$ cat config.mk
export PLATFORM = sky130hd
export DESIGN_NAME = vec_mem_sequencer
export DESIGN_NICKNAME = d
export VERILOG_FILES = /design/src/rtl/vec_mem_sequencer.sv
export SDC_FILE = /design/constraint.sdc
export NUM_CORES = 1
export LEC_CHECK = 0
export CORE_MARGIN = 1
export CORE_UTILIZATION = 45
export CTS_CLUSTER_DIAMETER = 150
export DETAILED_ROUTE_END_ITERATION = 16
export PLACE_DENSITY = 0.83
export SYNTH_ARGS = -nofsm -noshare
export SYNTH_HDL_FRONTEND = slang
export SYNTH_SLANG_ARGS = --single-unit
$ cat constraint.sdc
create_clock -name clk -period 5.9 [get_ports clk]
set_input_delay 0.885 -clock clk [delete_from_list [all_inputs] [get_ports clk]]
set_output_delay 0.885 -clock clk [all_outputs]
set_load 0.01 [all_outputs]
$ cat src/rtl/vec_mem_sequencer.sv
`default_nettype none
// ============================================================================
// Module   : vec_mem_sequencer
// Brief    : Splits one vlw/vsw vector access into LANES single-word memory
//            accesses and steers load data into vector register lanes.
// Revision : 1.0 - initial release
// ============================================================================
module vec_mem_sequencer #(
    parameter int ADDR_W = 32,
    parameter int DATA_W = 32,
    parameter int LANES  = 4
) (
    input  logic                       clk,
    input  logic                       rst,
    input  logic                       start,
    input  logic                       is_store,
    input  logic [ADDR_W-1:0]          base_addr,
    input  logic [LANES*DATA_W-1:0]    st_data,
    output logic                       stall,
    output logic                       done,
    output logic                       mem_req,
    output logic                       mem_we,
    output logic [ADDR_W-1:0]          mem_addr,
    output logic [DATA_W-1:0]          mem_wdata,
    input  logic                       mem_gnt,
    input  logic                       mem_rvalid,
    input  logic [DATA_W-1:0]          mem_rdata,
    output logic                       vreg_we,
    output logic [$clog2(LANES)-1:0]   vreg_lane,
    output logic [DATA_W-1:0]          vreg_wdata
);

    localparam int LANE_W = $clog2(LANES);
    localparam logic [LANE_W-1:0] c_LAST_LANE = LANE_W'(LANES - 1);
    localparam logic [LANE_W-1:0] c_ONE_LANE  = LANE_W'(1);

    typedef enum logic [1:0] {
        IDLE = 2'd0,
        REQ  = 2'd1,
        WAIT = 2'd2,
        DONE = 2'd3
    } state_t;

    state_t                  r_state;
    state_t                  w_next_state;
    logic [LANE_W-1:0]       r_lane;
    logic [LANE_W-1:0]       w_next_lane;
    logic                    r_is_store;
    logic [ADDR_W-1:0]       r_addr;
    logic [LANES*DATA_W-1:0] r_st_data;
    logic                    w_latch;
    logic [ADDR_W-1:0]       w_lane_addr;
    logic [DATA_W-1:0]       w_st_lanes [LANES];

    genvar gi;
    generate
        for (gi = 0; gi < LANES; gi++) begin : g_st_lanes
            assign w_st_lanes[gi] = r_st_data[gi*DATA_W +: DATA_W];
        end
    endgenerate

    // Lane offset is a word index; the sum wraps modulo 2^ADDR_W.
    assign w_lane_addr = r_addr + {{(ADDR_W-LANE_W-2){1'b0}}, r_lane, 2'b00};

    always_ff @(posedge clk or posedge rst) begin
        if (rst) begin
            r_state    <= IDLE;
            r_lane     <= '0;
            r_is_store <= 1'b0;
            r_addr     <= '0;
            r_st_data  <= '0;
        end else begin
            r_state <= w_next_state;
            r_lane  <= w_next_lane;
            if (w_latch) begin
                r_is_store <= is_store;
                r_addr     <= {base_addr[ADDR_W-1:2], 2'b00};
                r_st_data  <= st_data;
            end
        end
    end

    always_comb begin
        w_next_state = r_state;
        w_next_lane  = r_lane;
        w_latch      = 1'b0;
        stall        = 1'b0;
        done         = 1'b0;
        mem_req      = 1'b0;
        mem_we       = 1'b0;
        mem_addr     = '0;
        mem_wdata    = '0;
        vreg_we      = 1'b0;
        vreg_lane    = '0;
        vreg_wdata   = '0;
        case (r_state)
            IDLE: begin
                // Gated by rst so every output reads 0 while reset is held.
                stall = start & ~rst;
                if (start) begin
                    w_latch      = 1'b1;
                    w_next_lane  = '0;
                    w_next_state = REQ;
                end
            end
            REQ: begin
                stall    = 1'b1;
                mem_req  = 1'b1;
                mem_we   = r_is_store;
                mem_addr = w_lane_addr;
                if (r_is_store) begin
                    mem_wdata = w_st_lanes[r_lane];
                end
                if (mem_gnt) begin
                    if (!r_is_store) begin
                        w_next_state = WAIT;
                    end else if (r_lane == c_LAST_LANE) begin
                        w_next_state = DONE;
                    end else begin
                        w_next_lane = r_lane + c_ONE_LANE;
                    end
                end
            end
            WAIT: begin
                stall = 1'b1;
                if (mem_rvalid) begin
                    vreg_we    = 1'b1;
                    vreg_lane  = r_lane;
                    vreg_wdata = mem_rdata;
                    if (r_lane == c_LAST_LANE) begin
                        w_next_state = DONE;
                    end else begin
                        w_next_lane  = r_lane + c_ONE_LANE;
                        w_next_state = REQ;
                    end
                end
            end
            DONE: begin
                done         = 1'b1;
                w_next_state = IDLE;
            end
            default: begin
                w_next_state = IDLE;
            end
        endcase
    end

endmodule
`default_nettype wire

# Word-level counts from Yosys, hierarchy flattened
# Index checks and enable logic that the tools add are counted.
[word_totals]
register_bits = 163
in_bits = 198
out_inout_bits = 103
elab_cells = 56
[classes]
add_sub_neg = 2
order_cmp = 1
n_eq_ne = 9
n_mux = 31
bitwise_logic = 3
n_reduce_logical = 5
[ops]
columns = ["op", "n"]
rows = [
  ["2-to-1 mux 32 bit", 7],
  ["binary-select mux 32 bit (select 2 bit)", 1],
  ["adder 32 x 4 -> 32 bit", 1],
  ["2-to-1 mux 2 bit", 13],
  ["inequality test 2 bit, second input constant", 4],
  ["one-hot mux 2 bit (4 select lines)", 1],
  ["2-to-1 mux 1 bit", 7],
  ["== test 2 bit, second input constant", 3],
  ["one-hot mux 2 bit (3 select lines)", 1],
  ["AND reduction 5 bit", 1],
  ["AND reduction 4 bit", 1],
  [">= comparator 3 bit, second input constant", 1],
  ["inequality test 3 bit, second input constant", 1],
  ["NOT 2 -> 3 bit", 1],
  ["nonzero test 3 bit", 1],
  ["adder 2 x 1 -> 2 bit, second input constant", 1],
  ["== test 2 x 1 -> 1 bit, second input constant", 1],
  ["zero test 2 bit", 1],
  ["one-hot mux 1 bit (2 select lines)", 1],
  ["OR reduction 2 bit", 1],
  ["AND 1 bit", 1],
  ["NOT 1 bit", 1],
]

# Longest topological paths before layout
[logic_depth]
word_depth = 6
ltp_mapped = 7
mapped_depth_nobuf = 6

# Least setup slack after synthesis
# Ideal clock, no wire load.
[synth_path]
path_kind = "in2out"
startpoint = "in rst"
endpoint = "out stall"
t_arrival_ns = 4.828
required_ns = 5.015
slack_ns = 0.187
path_stages = 3
n_path_buf = 0
cell_sequence = "inv_1 > a31oi_1 > nor2_1"
[synth_via]
elab_chain_len = 3
[synth_rtl]
columns = ["item", "line", "source"]
rows = [
  ["start: declaration", "14", "input logic rst,"],
  ["NOT 1 bit", "99", "stall = start & ~rst;"],
  ["AND 1 bit", "99", ""],
  ["one-hot mux 1 bit (2 select lines)", "96", "case (r_state)"],
  ["end: declaration", "19", "output logic stall,"],
]
# No other way between the ends.

# Worst setup path in the final report
[layout_path]
startpoint = "reg r_lane[0]"
endpoint = "out mem_addr[26]"
[layout_via]
elab_chain_len = 2
[layout_rtl]
columns = ["item", "line", "source"]
rows = [
  ["start: declaration", "46", "logic [LANE_W-1:0] r_lane;"],
  ["start signal: assignment", "74", "r_lane <= w_next_lane;"],
  ["adder 32 x 4 -> 32 bit", "63", "assign w_lane_addr = r_addr + {{(ADDR_W-LANE_W-2){1'b0}}, r_lane, 2'b00};"],
  ["2-to-1 mux 32 bit", "96", ""],
  ["end: declaration", "23", "output logic [ADDR_W-1:0] mem_addr,"],
]
# No other way between the ends.

==> results.sh <==
export IMPL_holdPathStages=1
export IMPL_fin_crit_sh_pct=72.54
export IMPL_p_seq_share_pct=35.7
export IMPL_numPortBuffers=296
export IMPL_clock_path_buffers=2
export IMPL_startpoint_type="flip-flop"
export IMPL_synth_area_mm2=0.008227
export IMPL_crit_type="reg2out"
export IMPL_place_gp_congestion=0.8937
export IMPL_drv_slew=0
export IMPL_hold_class="reg2reg"
export IMPL_cts_buffers=17
export IMPL_worst_path_stages=7
export IMPL_clkTransAtPathRegs_ns=0.07
export IMPL_p_comb_share_pct=44.8
export IMPL_worst_slew_pin_slew_ns=1.055
export IMPL_synthArstFlopShare_pct=100.0
export IMPL_ys_seq_elements=163
export IMPL_drt_wirelength_per_cell_um=18.49
export IMPL_max_freq_mhz=233.7
export IMPL_hold_buffers=0
export IMPL_core_area_mm2=0.01796
export IMPL_die_area_mm2=0.01883
export IMPL_cp_top_family="simple AND/OR/NAND/NOR gates"
export IMPL_ctsHtreeMaxLevel=4
export IMPL_via_count=6105
export IMPL_drv_cap=0
export IMPL_p_switching_mw=1.873
export IMPL_overflow=0
export IMPL_final_antenna_net_count=0
export IMPL_cts_repair_resized=0
export IMPL_critPathBufInv=1
export IMPL_cp_max_fo=8
export IMPL_vias_per_cell=5.318
export IMPL_drc=0
export IMPL_maxSlewHeadroom_pct=29.64
export IMPL_start_util_pct=45.80
export IMPL_required_ns=5.02
export IMPL_yosysWarnings=0
export IMPL_synth_cell_types=40
export IMPL_rsz0062_at_grt="no"
export IMPL_rr_worst_depth=6
export IMPL_drive_gt1_share_pct=25.93
export IMPL_finalWirelength_mm=21.22
export IMPL_syn_inst=628
export IMPL_setup_violations=0
export IMPL_die_h_um=137.2
export IMPL_rows=49
export IMPL_p_leak_nw=4.848
export IMPL_hold_viol_final=0
export IMPL_setup_tns_ns=0
export IMPL_postPlaceCellArea_mm2=0.01138
export IMPL_grt_use_total_pct=23.21
export IMPL_worstSkewPairLatency_ns=0.43
export IMPL_syn2layout_area_growth_pct=45.58
export IMPL_post_cts_buffers=0
export IMPL_grt_max_degree=81
export IMPL_crit_arrival_ns=3.39
export IMPL_synth_area_per_cell_um2=13.10
export IMPL_cts_tree="yes"
export IMPL_p_int_mw=3.916
export IMPL_p_per_area_mw_per_mm2=483.4
export IMPL_grt_pass1_wl_mm=32.73
export IMPL_cp_slowest_stage_delay_ns=0.65
export IMPL_io_pins=301
export IMPL_swShare_pct=32.36
export IMPL_dr_pass1_iters=4
export IMPL_ys_flop_type="dfrtp_1"
export IMPL_crit_chain="ha_1 -> fa_1 -> nand4_2 -> or4_1 -> or4_4 -> mux2i_1 -> clkdlybuf4s50_1"
export IMPL_clock_power_share_pct=19.4
export IMPL_fin_util_pct=66.67
export IMPL_antenna_found_initial=1
export IMPL_worst_ir_drop_vdd_uv=247.8
export IMPL_dp_hpwl_mm=14.71
export IMPL_ys_seq_area_share_pct=49.58
export IMPL_synth_edf_count=0
export IMPL_fp_dieW_um=137.2
export IMPL_critical_path_slowest_cell="or4_1"
export IMPL_finish_instance_area_mm2=0.01198
export IMPL_finalCriticalPeriod_ns=4.280
export IMPL_finalClockSkew_ns=0.008259
export IMPL_status="finished, final reports clean"
export IMPL_end_kind="output pin"
export IMPL_cts_num_sinks=163
export IMPL_finalNetCount=1113
export IMPL_drtIter0Drc=268
export IMPL_ctsRootBufferMaster="clkbuf_16"
export IMPL_grt_pass1_vias=6141
[Yosys cell counts, drive strengths merged (9+ instances only)]
library cell,number,area (um2)
o21ai,9,45.04
a21oi,12,60.06
nor2,14,52.55
clkbuf,30,112.6
nand2,23,86.33
buf,14,63.80
mux4,32,720.7
mux2,160,1802
nor2b,34,212.7
and3,36,225.2
inv,10,37.54
dfrtp,163,4079
or3,9,56.30
[cell families after synthesis]
group | count (synthesis) | share of synthesized area, %
flops | 163 | 49.58
buf+inv | 54 | 2.601
compound gates | 32 | 2.327
fa+ha+maj | 9 | 1.460
simple gates | 159 | 11.30
xor+xnor | 11 | 1.171
mux | 199 | 31.51
other cells | 1 | 0.04558
[cell type report]
cell class,count,area [um2]
diodes,1,2.502
clock buffers,17,425.4
clock inverters,14,170.2
fillers,1381,5987
inverters,10,42.54
multi-input cells,412,3948
flip-flops and latches,163,4081
well taps,229,286.5
repair buffers,302,3020
[final timing paths]
kind,from,end,slack (ns)
min in group asynchronous,rst,r_st_data[8],0.84
max in group asynchronous,rst,r_st_data[123],3.12
setup reg to reg,r_state[1],r_lane[0],2.60
hold reg to reg,r_st_data[121],r_st_data[121],0.50
setup / recovery,r_lane[0],mem_addr[26],1.62
hold / removal,r_st_data[121],r_st_data[121],0.50
[power groups by stage]
stage	combinational (mW)	sequential [mW]	clock (mW)
floorplan	1.76	1.95	0
global placement	2.57	2.05	0
detailed placement	2.62	2.08	0
CTS	2.63	2.06	1.15
global route	2.82	2.14	1.19
finish	2.59	2.07	1.13
[worst register-to-register path, cell delays in order, from the launching register on]
cell	delay [ns]
dfrtp_1	0.41
inv_1	0.12
ha_1	0.43
inv_1	0.68
o221ai_1	0.37
a2111oi_0	0.76
mux2_2	0.41
[registers in the layout (all words and copies together) (netlist names)]
register	count
r_state	2
r_st_data	128
r_addr	30
r_is_store	1
r_lane	2
[layout by cell type (no fill, tap or decap), drive strengths merged, types with 2 or more instances in the layout]
cell | synthesis | final
mux4 | 32 | 32
buf | 14 | 6
or4 | 8 | 8
nand3 | 8 | 8
or3 | 9 | 9
nand2 | 23 | 23
clkbuf | 30 | 17
conb | 1 | 2
o31ai | 5 | 5
dfrtp | 163 | 163
nand4 | 5 | 5
clkdlybuf4s50 | 0 | 296
and3 | 36 | 36
nor4 | 7 | 7
mux2i | 7 | 7
o21ai | 9 | 9
mux2 | 160 | 160
bufinv | 0 | 2
nand2b | 6 | 6
xor2 | 5 | 5
nor2 | 14 | 14
and2 | 4 | 4
and4 | 2 | 2
a21oi | 12 | 12
nor3 | 2 | 2
xnor2 | 6 | 6
ha | 8 | 8
nor2b | 34 | 34
clkinv | 0 | 3
inv | 10 | 18
[per-stage QoR]
stage | worst slack, ns | hold slack [ns] | instances | total power, mW
after floorplan | 0.1865 | 0.4739 | 629 | 3.713
after global placement | 2.075 | 0.4819 | 1116 | 4.615
after detailed placement | 2.059 | 0.4878 | 1116 | 4.694
after CTS | 1.592 | 0.5030 | 1147 | 5.849
after global routing | 1.471 | 0.5153 | 1148 | 6.160
final | 1.620 | 0.5026 | 1148 | 5.789
[metal layers]
metal | track usage, % | vias up | part of all wire, %
met5 | 0 | - | 0
met4 | 8.303 | 0 | 2.0
met3 | 8.572 | 27 | 9.9
met2 | 38.83 | 233 | 50
met1 | 27.34 | 3004 | 38
li1 | - | 2841 | -
No activity file was read; power rests on OpenSTA's default activity.
==> variant (config.mk and constraints unchanged) <==
Encoding of `state_t`: now one-hot (4 bits for 4 states).
--- a/src/rtl/vec_mem_sequencer.sv
+++ b/src/rtl/vec_mem_sequencer.sv
@@ -35,9 +35,9 @@
     localparam logic [LANE_W-1:0] c_ONE_LANE  = LANE_W'(1);
 
-    typedef enum logic [1:0] {
-        IDLE = 2'd0,
-        REQ  = 2'd1,
-        WAIT = 2'd2,
-        DONE = 2'd3
+    typedef enum logic [3:0] {
+        IDLE = 4'b0001,
+        REQ  = 4'b0010,
+        WAIT = 4'b0100,
+        DONE = 4'b1000
     } state_t;
 
Formal check against the unedited RTL: same outputs for any inputs over 4 cycles, from zero or initial values and one cycle with rst high; so few cycles prove little.
==> variant against the unedited design <==
Hold slack got worse by 0.010 ns; synthesized area grew 0.52%; global-route usage rose by 0.25 points; routed wire length increased by 3.1%; setup slack worse by 0.27 ns; power down 12%; critical path depth down 1; sequential cell count up 2; cell area fell by 0.13%; largest cell class unchanged; largest power group is now sequential cells.
==> variant: results <==
group,metric,value,unit
sta,whs,0.492,ns
global_routing,grt_first_pass_wirelength,33.1,mm
sta,fin_ws,1.35,ns
cells_and_area,buffers,304,
place,gp_congestion,0.801,
place,dpl_worst_slack,1.77,ns
cells_and_area,clk_share,4.96,%
cells_and_area,fillCellCount,1380,
cells_and_area,clkbuf_count,18,
cells_and_area,num-multi-input-gates,402,
global_routing,grt_pass1_vias,6259,
cells_and_area,drive_gt1_share,25.5,%
power_and_ir_drop,power_combinational,1.90,mW
power_and_ir_drop,fin_total_pwr,5.11,mW
sta,fin_skew,0.00952,ns
place,dp_hpwl,15.4,mm
logic_synthesis,ys_seq_area_share,49.9,%
min_path,worstHoldEndpoint,"r_st_data[79]",
cells_and_area,multi_input_area_share,32.6,%
cells_and_area,diodes,0,
worst_setup_path,cp_max_fo,38,
cells_and_area,multi_input_area,0.00389,mm2
logic_synthesis,yosys-top-cells-count,"dfrtp_1, mux2_2, and3_1",
logic_synthesis,netlist_instances,620,
worst_setup_path,crit_end,"stall",
logic_synthesis,ys_types,49,
cells_and_area,seq_share,34.6,%
global_routing,gr-usage-all-layers,23.5,%
detailed_routing,wl,21.9,mm
power_and_ir_drop,peakVddDrop,278,uV
status,status,"completed",
min_path,hold_start,"r_st_data[79]",
cells_and_area,largestRegisters,"r_st_data: 128 flops, r_addr: 30 flops, r_state: 4 flops",
place,place_inst,1107,
cells_and_area,buffer_area_share,25.3,%
clock_network,clkSinkCount,165,
variant: cell count changes in the layout (fill, tap and decap cells not counted), sizes merged, moves of 5 or more:
cell,unedited run,this run
o31ai,5,0
ha,8,3
xor2,5,16
nand2,23,7
nand4,5,10
or4,8,0
nor2,14,33
and3,36,69
nor2b,34,2
mux2i,7,0
variant: cells by family (layout without fill, tap and decap cells):
family	Yosys count	after routing	synth area share, %
AO/OA/AOI/OAI	16	16	1.09
XOR/XNOR	25	25	2.65
adder cells (fa/ha/maj)	4	4	0.696
buffers and inverters	54	342	3.10
flip-flops	165	165	49.9
multiplexers	194	194	30.8
other	1	2	0.0453
AND/OR/NAND/NOR	161	161	11.7
variant: layer usage:
layer  wire length (um)  GRT usage, %  vias to the layer above  share of wire (%)
met1               8190          26.3                     3117                 37
li1                   -             -                     2818                  -
met5                 16             0                        -              0.073
met2              11500          42.1                      231                 52
met3               1600          5.89                       40                7.3
met4                603          9.95                        2                2.8
